===== config.mk =====
export PLATFORM = sky130hd
export DESIGN_NAME = adder_subtractor_multiprecision
export DESIGN_NICKNAME = d
export VERILOG_FILES = /design/src/rtl/adder_subtractor_multiprecision.sv
export SDC_FILE = /design/constraint.sdc
export NUM_CORES = 1
export LEC_CHECK = 0
export ABC_AREA = 1
export BUFFER_PORTS_ARGS = -buffer_cell sky130_fd_sc_hd__buf_2
export CAP_MARGIN = 10
export CORE_ASPECT_RATIO = 1.75
export CORE_UTILIZATION = 50
export CTS_BUF_LIST = sky130_fd_sc_hd__clkbuf_2
export DETAILED_ROUTE_END_ITERATION = 8
export GPL_TIMING_DRIVEN = 0
export PLACE_DENSITY_LB_ADDON = 0.25
export SYNTH_ARGS = -nofsm -noshare
export SYNTH_HDL_FRONTEND = slang
export SYNTH_SLANG_ARGS = --single-unit

===== constraint.sdc =====
create_clock -name clock -period 2.7 [get_ports clock]
set_input_delay 0.135 -clock clock [delete_from_list [all_inputs] [get_ports clock]]
set_output_delay 0.135 -clock clock [all_outputs]
set_load 0.02 [all_outputs]

===== src/rtl/adder_subtractor_multiprecision.sv =====
// Multi-cycle add/subtract over WORD_COUNT chunks of WORD_WIDTH bits, LSB chunk first,
// with a registered carry between chunks and valid/ready handshakes on both sides.
//
// state | meaning
// IDLE  | waiting for operands, input_ready high
// CALC  | one chunk per cycle, carry held in carry_q
// DONE  | result held, output_valid high until consumer takes it
module adder_subtractor_multiprecision #(
   parameter int WORD_WIDTH = 8,
   parameter int WORD_COUNT = 4,
   localparam int TOTAL_WIDTH = WORD_WIDTH * WORD_COUNT
) (
   input  logic                   clock,
   input  logic                   clear_n,
   input  logic                   input_valid,
   output logic                   input_ready,
   input  logic                   add_sub,
   input  logic                   carry_in,
   input  logic [TOTAL_WIDTH-1:0] A,
   input  logic [TOTAL_WIDTH-1:0] B,
   output logic                   output_valid,
   input  logic                   output_ready,
   output logic [TOTAL_WIDTH-1:0] sum,
   output logic                   carry_out,
   output logic [TOTAL_WIDTH-1:0] carries,
   output logic                   overflow
);

   localparam int CNT_W = (WORD_COUNT > 1) ? $clog2(WORD_COUNT) : 1;

   typedef enum logic [1:0] {IDLE, CALC, DONE} state_t;

   state_t                 state, state_nxt;
   logic [CNT_W-1:0]       cnt;
   logic [TOTAL_WIDTH-1:0] a_q, b_q, sum_q, carries_q;
   logic                   carry_q, carry_out_q, overflow_q;
   logic                   accept, last_chunk;
   logic [WORD_WIDTH-1:0]  a_chunk, b_chunk, s_chunk, x_chunk;
   logic                   c_chunk;

   assign input_ready  = (state == IDLE) && clear_n;
   assign output_valid = (state == DONE);
   assign accept       = input_valid && input_ready;
   assign last_chunk   = (cnt == CNT_W'(WORD_COUNT - 1));

   assign a_chunk = a_q[int'(cnt)*WORD_WIDTH +: WORD_WIDTH];
   assign b_chunk = b_q[int'(cnt)*WORD_WIDTH +: WORD_WIDTH];
   assign {c_chunk, s_chunk} = {1'b0, a_chunk} + {1'b0, b_chunk}
                             + (WORD_WIDTH+1)'(carry_q);
   // Carry into each bit recovered from the sum: a ^ b ^ s.
   assign x_chunk = a_chunk ^ b_chunk ^ s_chunk;

   always_ff @(posedge clock) begin
      if (!clear_n) state <= IDLE;
      else          state <= state_nxt;
   end

   always_comb begin
      state_nxt = state;
      case (state)
         IDLE:    if (accept)       state_nxt = CALC;
         CALC:    if (last_chunk)   state_nxt = DONE;
         DONE:    if (output_ready) state_nxt = IDLE;
         default:                   state_nxt = IDLE;
      endcase
   end

   always_ff @(posedge clock) begin
      if (!clear_n) begin
         cnt         <= '0;
         a_q         <= '0;
         b_q         <= '0;
         carry_q     <= 1'b0;
         sum_q       <= '0;
         carries_q   <= '0;
         carry_out_q <= 1'b0;
         overflow_q  <= 1'b0;
      end else if (accept) begin
         // Subtract is A + ~B + ~borrow_in, so invert B and the incoming carry.
         a_q     <= A;
         b_q     <= add_sub ? ~B : B;
         carry_q <= add_sub ? ~carry_in : carry_in;
         cnt     <= '0;
      end else if (state == CALC) begin
         sum_q[int'(cnt)*WORD_WIDTH +: WORD_WIDTH]     <= s_chunk;
         carries_q[int'(cnt)*WORD_WIDTH +: WORD_WIDTH] <= x_chunk;
         carry_q <= c_chunk;
         cnt     <= cnt + 1'b1;
         if (last_chunk) begin
            carry_out_q <= c_chunk;
            overflow_q  <= x_chunk[WORD_WIDTH-1] ^ c_chunk;
         end
      end
   end

   assign sum       = sum_q;
   assign carries   = carries_q;
   assign carry_out = carry_out_q;
   assign overflow  = overflow_q;

endmodule


==> flow_metrics.env, run 1 <==
export IMPL_ys_ff_latch=135
export IMPL_cts_root_buffer="clkbuf_2"
export IMPL_numCtsBuffers=17
export IMPL_drt_wirelength_per_cell_um=16.8
export IMPL_synth_fp_nets=799
export IMPL_status="finished, final reports clean"
export IMPL_htree_levels=4
export IMPL_nFillCells=858
export IMPL_hold_viol_final=0
export IMPL_finalSetupViolCount=0
export IMPL_final_net_count=1045
export IMPL_first_pass_iters=5
export IMPL_place_area_um2=6620
export IMPL_required_ns=3.36
export IMPL_critPathArrivalTime_ns=3.30
export IMPL_path_class="flip-flop to flip-flop"
export IMPL_tightest_slew_ns=0.569
export IMPL_fin_skew_ns=0.0322
export IMPL_clock_latency_ns=0.72
export IMPL_core_area_um2=11200
export IMPL_grt_pass1_wl_um=29100
export IMPL_hp_class="primary input to flip-flop"
export IMPL_p_per_area_nw_per_um2=590
export IMPL_p_switching_mw=1.51
export IMPL_antenna_found_initial=1
export IMPL_grt_overflow=0
export IMPL_hpwl_um=12800
export IMPL_syn_area_per_cell_um2=8.08
export IMPL_p_int_mw=3.23
export IMPL_die_area_um2=12000
export IMPL_cp_slowest_stage_delay_ns=0.40
export IMPL_final_area_um2=8030
export IMPL_final_cell_mix="154 x nand2_1, 151 x buf_2, 133 x dfxtp_1, 74 x dlygate4sd3_1, 57 x a21oi_1"
export IMPL_p_seq_share_pct=45.9
export IMPL_grt_pass1_vias=6134
export IMPL_port_buffers=136
export IMPL_antenna_left=0
export IMPL_slew_viol_final=0
export IMPL_max_freq_ghz=0.378
export IMPL_cts_sinks=135
export IMPL_p_clk_share_pct=28.9
export IMPL_synth_cell_type_count=32
export IMPL_clkTransAtPathRegs_ns=0.19
export IMPL_rrSetupSlack_ns=0.05
export IMPL_yosysWarnings=0
export IMPL_cp_max_fo=10
export IMPL_pwr_share_comb_pct=25.2
export IMPL_hold_slack_ns=0.133
export IMPL_ios=138
export IMPL_remaining_drc_errors=0
export IMPL_period_share_pct=98.1
export IMPL_worstPathCellList="clkbuf_8, clkbuf_8, nor2_1, o22ai_2, fa_2, fa_2, buf_4, xor2_2, nand2_1, nor2_1, a22oi_1, nor2_1"
export IMPL_die_w_um=83.2
export IMPL_grt_max_degree=17
export IMPL_die_y_um=144
export IMPL_p_sw_share_pct=31.9
export IMPL_place_congestion=0.938
export IMPL_initial_utilization_pct=51.7
export IMPL_viasPerCell=5.52
export IMPL_cp_common_cell="nor2_1"
export IMPL_row_count=51
export IMPL_crit_path_end_kind="flip-flop"
export IMPL_synthCells=714
export IMPL_slew_headroom_pct=62.0
export IMPL_rsz0062_at_grt="yes"
export IMPL_num_vias=6110
export IMPL_netlist_area_um2=5770
export IMPL_yosysSeqAreaShare_pct=46.8
export IMPL_syn_to_final_growth_pct=39.1
export IMPL_start_kind="flip-flop"
export IMPL_leakagePower_nw=3.47
export IMPL_grt_use_total_pct=30.9
export IMPL_wirelength_um=18500
export IMPL_layout_commonest_cell="nand2_1"
export IMPL_crit_slowest_cell="dfxtp_4"
export IMPL_maxCapViolCount=0
export IMPL_cts_tree="yes"
export IMPL_ir_worst_vdd_mv=0.499
export IMPL_min_period_ns=2.65
export IMPL_layout_drive_gt1_share_pct=27.0
export IMPL_drtIter0Drc=312
export IMPL_cts_max_path_buffers=2
## kinds of logic after synthesis
kind of cell             Yosys count  share of synthesized area (%)
AND/OR/NAND/NOR                  263                           19.1
XOR/XNOR                          36                           5.46
adder cells (fa/ha/maj)           15                           3.51
flip-flops                       135                           46.8
AO/OA/AOI/OAI                    192                           19.7
buffers and inverters             73                           5.44
## final cells by class
type,count,area [µm²],share of cell area (%)
multi-input cells,506,2930,36.5
diodes,1,2.50,0.0312
clock buffers,20,100,1.25
repair buffers,229,1560,19.5
flip-flops and latches,135,2710,33.8
clock inverters,12,175,2.18
well taps,132,165,2.06
inverters,27,111,1.39
plain buffers,44,265,3.30
## worst paths after layout
| kind | startpoint | end | cells past startpoint |
|---|---|---|---|
| setup / recovery | cnt[0]$_SDFFE_PP0P_ | sum[26]$_SDFFE_PN0P_ | 12 |
| hold / removal | add_sub | carry_q$_SDFFE_PN0P_ | 4 |
| setup reg to reg | cnt[0]$_SDFFE_PP0P_ | sum[26]$_SDFFE_PN0P_ | 12 |
| hold reg to reg | sum[4]$_SDFFE_PN0P_ | sum[4]$_SDFFE_PN0P_ | 2 |
## sequential cells by signal, indices dropped and copies added, names as in the netlist
| register | cells |
|---|---|
| carry_q | 1 |
| carry_out | 1 |
| overflow | 1 |
| sum | 32 |
| cnt | 2 |
| b_q | 32 |
| carries | 32 |
| state | 2 |
| a_q | 32 |
## metal layers
layer | vias up | track usage (%) | part of all wire (%)
met3 | 88 | 5.59 | 5.3
li1 | 2905 | - | -
met4 | 0 | 20.8 | 6.2
met2 | 281 | 60.2 | 55
met5 | - | 0 | 0
met1 | 2836 | 29.0 | 34
## stage by stage
| step | cells | setup WS (ns) | utilization (%) | power (mW) | setup TNS [ns] |
|---|---|---|---|---|---|
| finish | 1106 | 0.0521 | 71.9 | 4.74 | 0 |
| floorplan | 714 | 0.0231 | - | 2.80 | 0 |
| global route | 1106 | -0.0696 | 71.9 | 4.93 | -0.359 |
| global placement | 982 | -0.704 | 59.3 | 3.09 | -23.79 |
| detailed placement | 982 | -0.766 | 59.3 | 3.11 | -26.84 |
| CTS | 1095 | 0.00197 | 70.3 | 4.63 | 0 |
## critical path: cells and delay by family (launching register included)
family,cells,cell delay (ns)
AOI/OAI and AO/OA,2,0.21
DFF,1,0.40
buffers and inverters,3,0.50
xor gates and xnor gates,1,0.25
and+or+nand+nor,4,0.50
adders and majority gates,2,0.76
## Yosys cell counts (all sizes together)
cell type / n / area [µm²]
nand2: 165 / 632
fa: 2 / 40.0
nand4: 7 / 43.8
dfxtp: 135 / 2700
nor4: 1 / 21.3
ha: 13 / 163
buf: 17 / 104
clkinv: 1 / 3.75
o22ai: 16 / 100
o21ai: 69 / 345
a22o: 32 / 280
xnor2: 33 / 289
xor2: 3 / 26.3
a22oi: 10 / 75.1
clkbuf: 29 / 109
o211ai: 1 / 7.51
nor2: 63 / 263
a21oi: 61 / 305
nor3: 3 / 20.0
nand3: 24 / 120
o31ai: 1 / 7.51
o22a: 1 / 8.76
a211oi: 1 / 7.51
inv: 26 / 97.6
## repair_timing
item / 4_1_cts / 5_1_grt
pin swaps: 5 / 9
hold buffers: 74 / 0
endpoints found under the setup margin: 59 / 32
gates resized for setup: 43 / 32
buffers inserted: 9 / 10
endpoints found under the hold margin: 67 / 0
## power by group through the flow
stage,Combinational (mW),Clock (mW),Sequential (mW)
after floorplan,0.580,0,2.22
after global placement,0.877,0,2.21
after detailed placement,0.896,0,2.21
after CTS,1.08,1.38,2.17
after global routing,1.28,1.46,2.19
final,1.19,1.37,2.18
Power figures use the tool's default switching activity.
==> run 2, diff against run 1 <==
--- a/config.mk
+++ b/config.mk
@@ -13,7 +13,7 @@
 export CTS_BUF_LIST = sky130_fd_sc_hd__clkbuf_2
 export DETAILED_ROUTE_END_ITERATION = 8
 export GPL_TIMING_DRIVEN = 0
-export PLACE_DENSITY_LB_ADDON = 0.25
+export PLACE_DENSITY = 0.77
 export SYNTH_ARGS = -nofsm -noshare
 export SYNTH_HDL_FRONTEND = slang
 export SYNTH_SLANG_ARGS = --single-unit
==> flow_metrics.env, run 2 (same netlist as run 1, synthesis figures left out) <==
export IMPL_ir_worst_vdd_mv=0.401
export IMPL_syn_to_final_growth_pct=44.2
export IMPL_clock_latency_ns=0.74
export IMPL_die_y_um=144
export IMPL_critPathArrivalTime_ns=3.41
export IMPL_status="finished, violations left"
export IMPL_rrSetupSlack_ns=-0.05
export IMPL_period_share_pct=102
export IMPL_p_clk_share_pct=31.2
export IMPL_p_seq_share_pct=42.4
export IMPL_tightest_slew_ns=0.598
export IMPL_port_buffers=136
export IMPL_crit_cells=13
export IMPL_p_switching_mw=1.66
export IMPL_nFillCells=803
export IMPL_num_vias=6360
export IMPL_clkTransAtPathRegs_ns=0.23
export IMPL_p_sw_share_pct=32.3
export IMPL_rr_worst_depth=13
export IMPL_slew_headroom_pct=60.2
export IMPL_p_int_mw=3.49
export IMPL_cp_num_buf_inv=3
export IMPL_pwr_share_comb_pct=26.4
export IMPL_cts_tree="yes"
export IMPL_antenna_found_initial=0
export IMPL_violations="negative setup slack"
export IMPL_setup_slack_ns=-0.0483
export IMPL_grt_use_total_pct=32.4
export IMPL_layout_drive_gt1_share_pct=29.4
export IMPL_hp_class="primary input to flip-flop"
export IMPL_cp_max_fo=4
export IMPL_slew_viol_final=0
export IMPL_initial_utilization_pct=51.7
export IMPL_holdPathStages=4
export IMPL_multi_input_area_um2=3060
export IMPL_worstSetupStartpoint="cnt[0]$_SDFFE_PP0P_"
export IMPL_start_kind="flip-flop"
export IMPL_worstPathCellList="clkinvlp_4, clkbuf_8, nor2_1, o22ai_2, fa_2, fa_2, nand2_2, nand2_4, nand2_4, inv_4, a21oi_4, nand3_1, a21oi_1"
export IMPL_seq_area_um2=2710
export IMPL_dpl_worst_slack_ns=-0.752
export IMPL_die_w_um=83.2
export IMPL_antenna_cells=0
export IMPL_ios=138
export IMPL_htree_levels=4
export IMPL_crit_path_end_kind="flip-flop"
export IMPL_maxCapViolCount=0
export IMPL_grt_pass1_wl_um=29800
export IMPL_max_freq_ghz=0.364
export IMPL_hpwl_um=12600
export IMPL_hold_viol_final=0
export IMPL_numCtsBuffers=17
export IMPL_cts_sinks=135
export IMPL_grt_pass1_vias=6182
export IMPL_path_class="flip-flop to flip-flop"
export IMPL_rsz0062_at_grt="yes"
export IMPL_place_congestion=0.946
export IMPL_core_area_um2=11200
export IMPL_min_delay_start="add_sub"
export IMPL_p_per_area_nw_per_um2=619
export IMPL_crit_family="adder cells"
export IMPL_cp_slowest_stage_delay_ns=0.44
export IMPL_required_ns=3.36
export IMPL_final_net_count=1059
export IMPL_place_area_um2=6620
export IMPL_wirelength_um=20200
export IMPL_finalSetupViolCount=10
export IMPL_final_area_um2=8330
export IMPL_first_pass_iters=8
export IMPL_final_cell_mix="151 x buf_2, 149 x nand2_1, 133 x dfxtp_1, 77 x dlygate4sd3_1, 57 x a21oi_1"
export IMPL_viasPerCell=5.68
export IMPL_remaining_drc_errors=0
export IMPL_crit_slowest_cell="fa_2"
export IMPL_cts_max_path_buffers=2
export IMPL_leakagePower_nw=3.58
export IMPL_die_area_um2=12000
export IMPL_grt_max_degree=17
export IMPL_drt_wirelength_per_cell_um=18.1
export IMPL_antenna_left=0
export IMPL_drtIter0Drc=513
export IMPL_r2r_start="cnt[0]$_SDFFE_PP0P_"
export IMPL_cts_root_buffer="clkbuf_2"
export IMPL_min_period_ns=2.75
export IMPL_grt_overflow=0
export IMPL_fin_skew_ns=0.0411
export IMPL_layout_commonest_cell="buf_2"
export IMPL_row_count=51
-- run 2: cell count changes in the layout (fill, tap and decap cells not counted), sizes merged --
cell / previous run / this run
dlygate4sd3: 74 / 77
bufinv: 4 / 6
clkinv: 6 / 5
clkinvlp: 3 / 4
inv: 26 / 27
buf: 175 / 186
diode: 1 / 0
clkbuf: 44 / 41
-- run 2: final timing paths --
path,end
worst max register to register,overflow$_SDFFE_PN0P_
worst min register to register,b_q[23]$_SDFFE_PN0P_
worst max-delay path,overflow$_SDFFE_PN0P_
worst min-delay path,b_q[18]$_SDFFE_PN0P_
-- run 2: layout make-up --
class                      count  share of cell area [%]
multi-input combinational    506                    36.7
sequential                   135                    32.6
timing repair buffer         243                    20.2
buffer                        44                    3.17
clock inverter                15                    2.98
tap                          132                    1.98
inverter                      27                    1.34
clock buffer                  17                    1.02
-- run 2: layer usage --
metal | global-route usage, % | vias up | share of wire [%]
li1 | - | 2933 | -
met1 | 29.5 | 2910 | 33
met2 | 61.4 | 391 | 54
met3 | 6.45 | 126 | 5.8
met4 | 26.6 | 0 | 7.4
met5 | 0 | - | 0
-- run 2: stage by stage --
| step | setup TNS, ns | hold WS, ns | utilization, % | instances | total power [mW] |
|---|---|---|---|---|---|
| after detailed placement | -24.58 | 0.354 | 59.3 | 982 | 3.10 |
| after floorplan | 0 | 0.268 | - | 714 | 2.80 |
| final | -0.229 | 0.122 | 74.6 | 1119 | 5.15 |
| after global placement | -22.54 | 0.352 | 59.3 | 982 | 3.08 |
| after CTS | 0 | 0.0450 | 71.5 | 1105 | 4.84 |
| after global routing | -1.78 | 0.128 | 74.6 | 1119 | 5.30 |
-- run 2: tightest hold or removal path, delay by kind of cell --
| kind | cells | cell delay (ns) |
|---|---|---|
| AOI/OAI and AO/OA | 1 | 0.06 |
| xor gates and xnor gates | 1 | 0.17 |
| buffers and inverters | 2 | 0.48 |
-- run 2: power by group through the flow --
stage                     registers, mW  logic [mW]  clock network, mW
final                              2.19        1.36               1.61
after floorplan                    2.22       0.580                  0
after global routing               2.19        1.43               1.68
after detailed placement           2.22       0.880                  0
after CTS                          2.17        1.07               1.59
after global placement             2.22       0.865                  0
-- run 2: repair_timing --
action,in CTS,in global routing
setup buffers,16,14
gates resized for setup,43,60
setup endpoints to repair,58,35
pin swaps,5,17
hold buffers,77,0
hold endpoints to repair,67,0
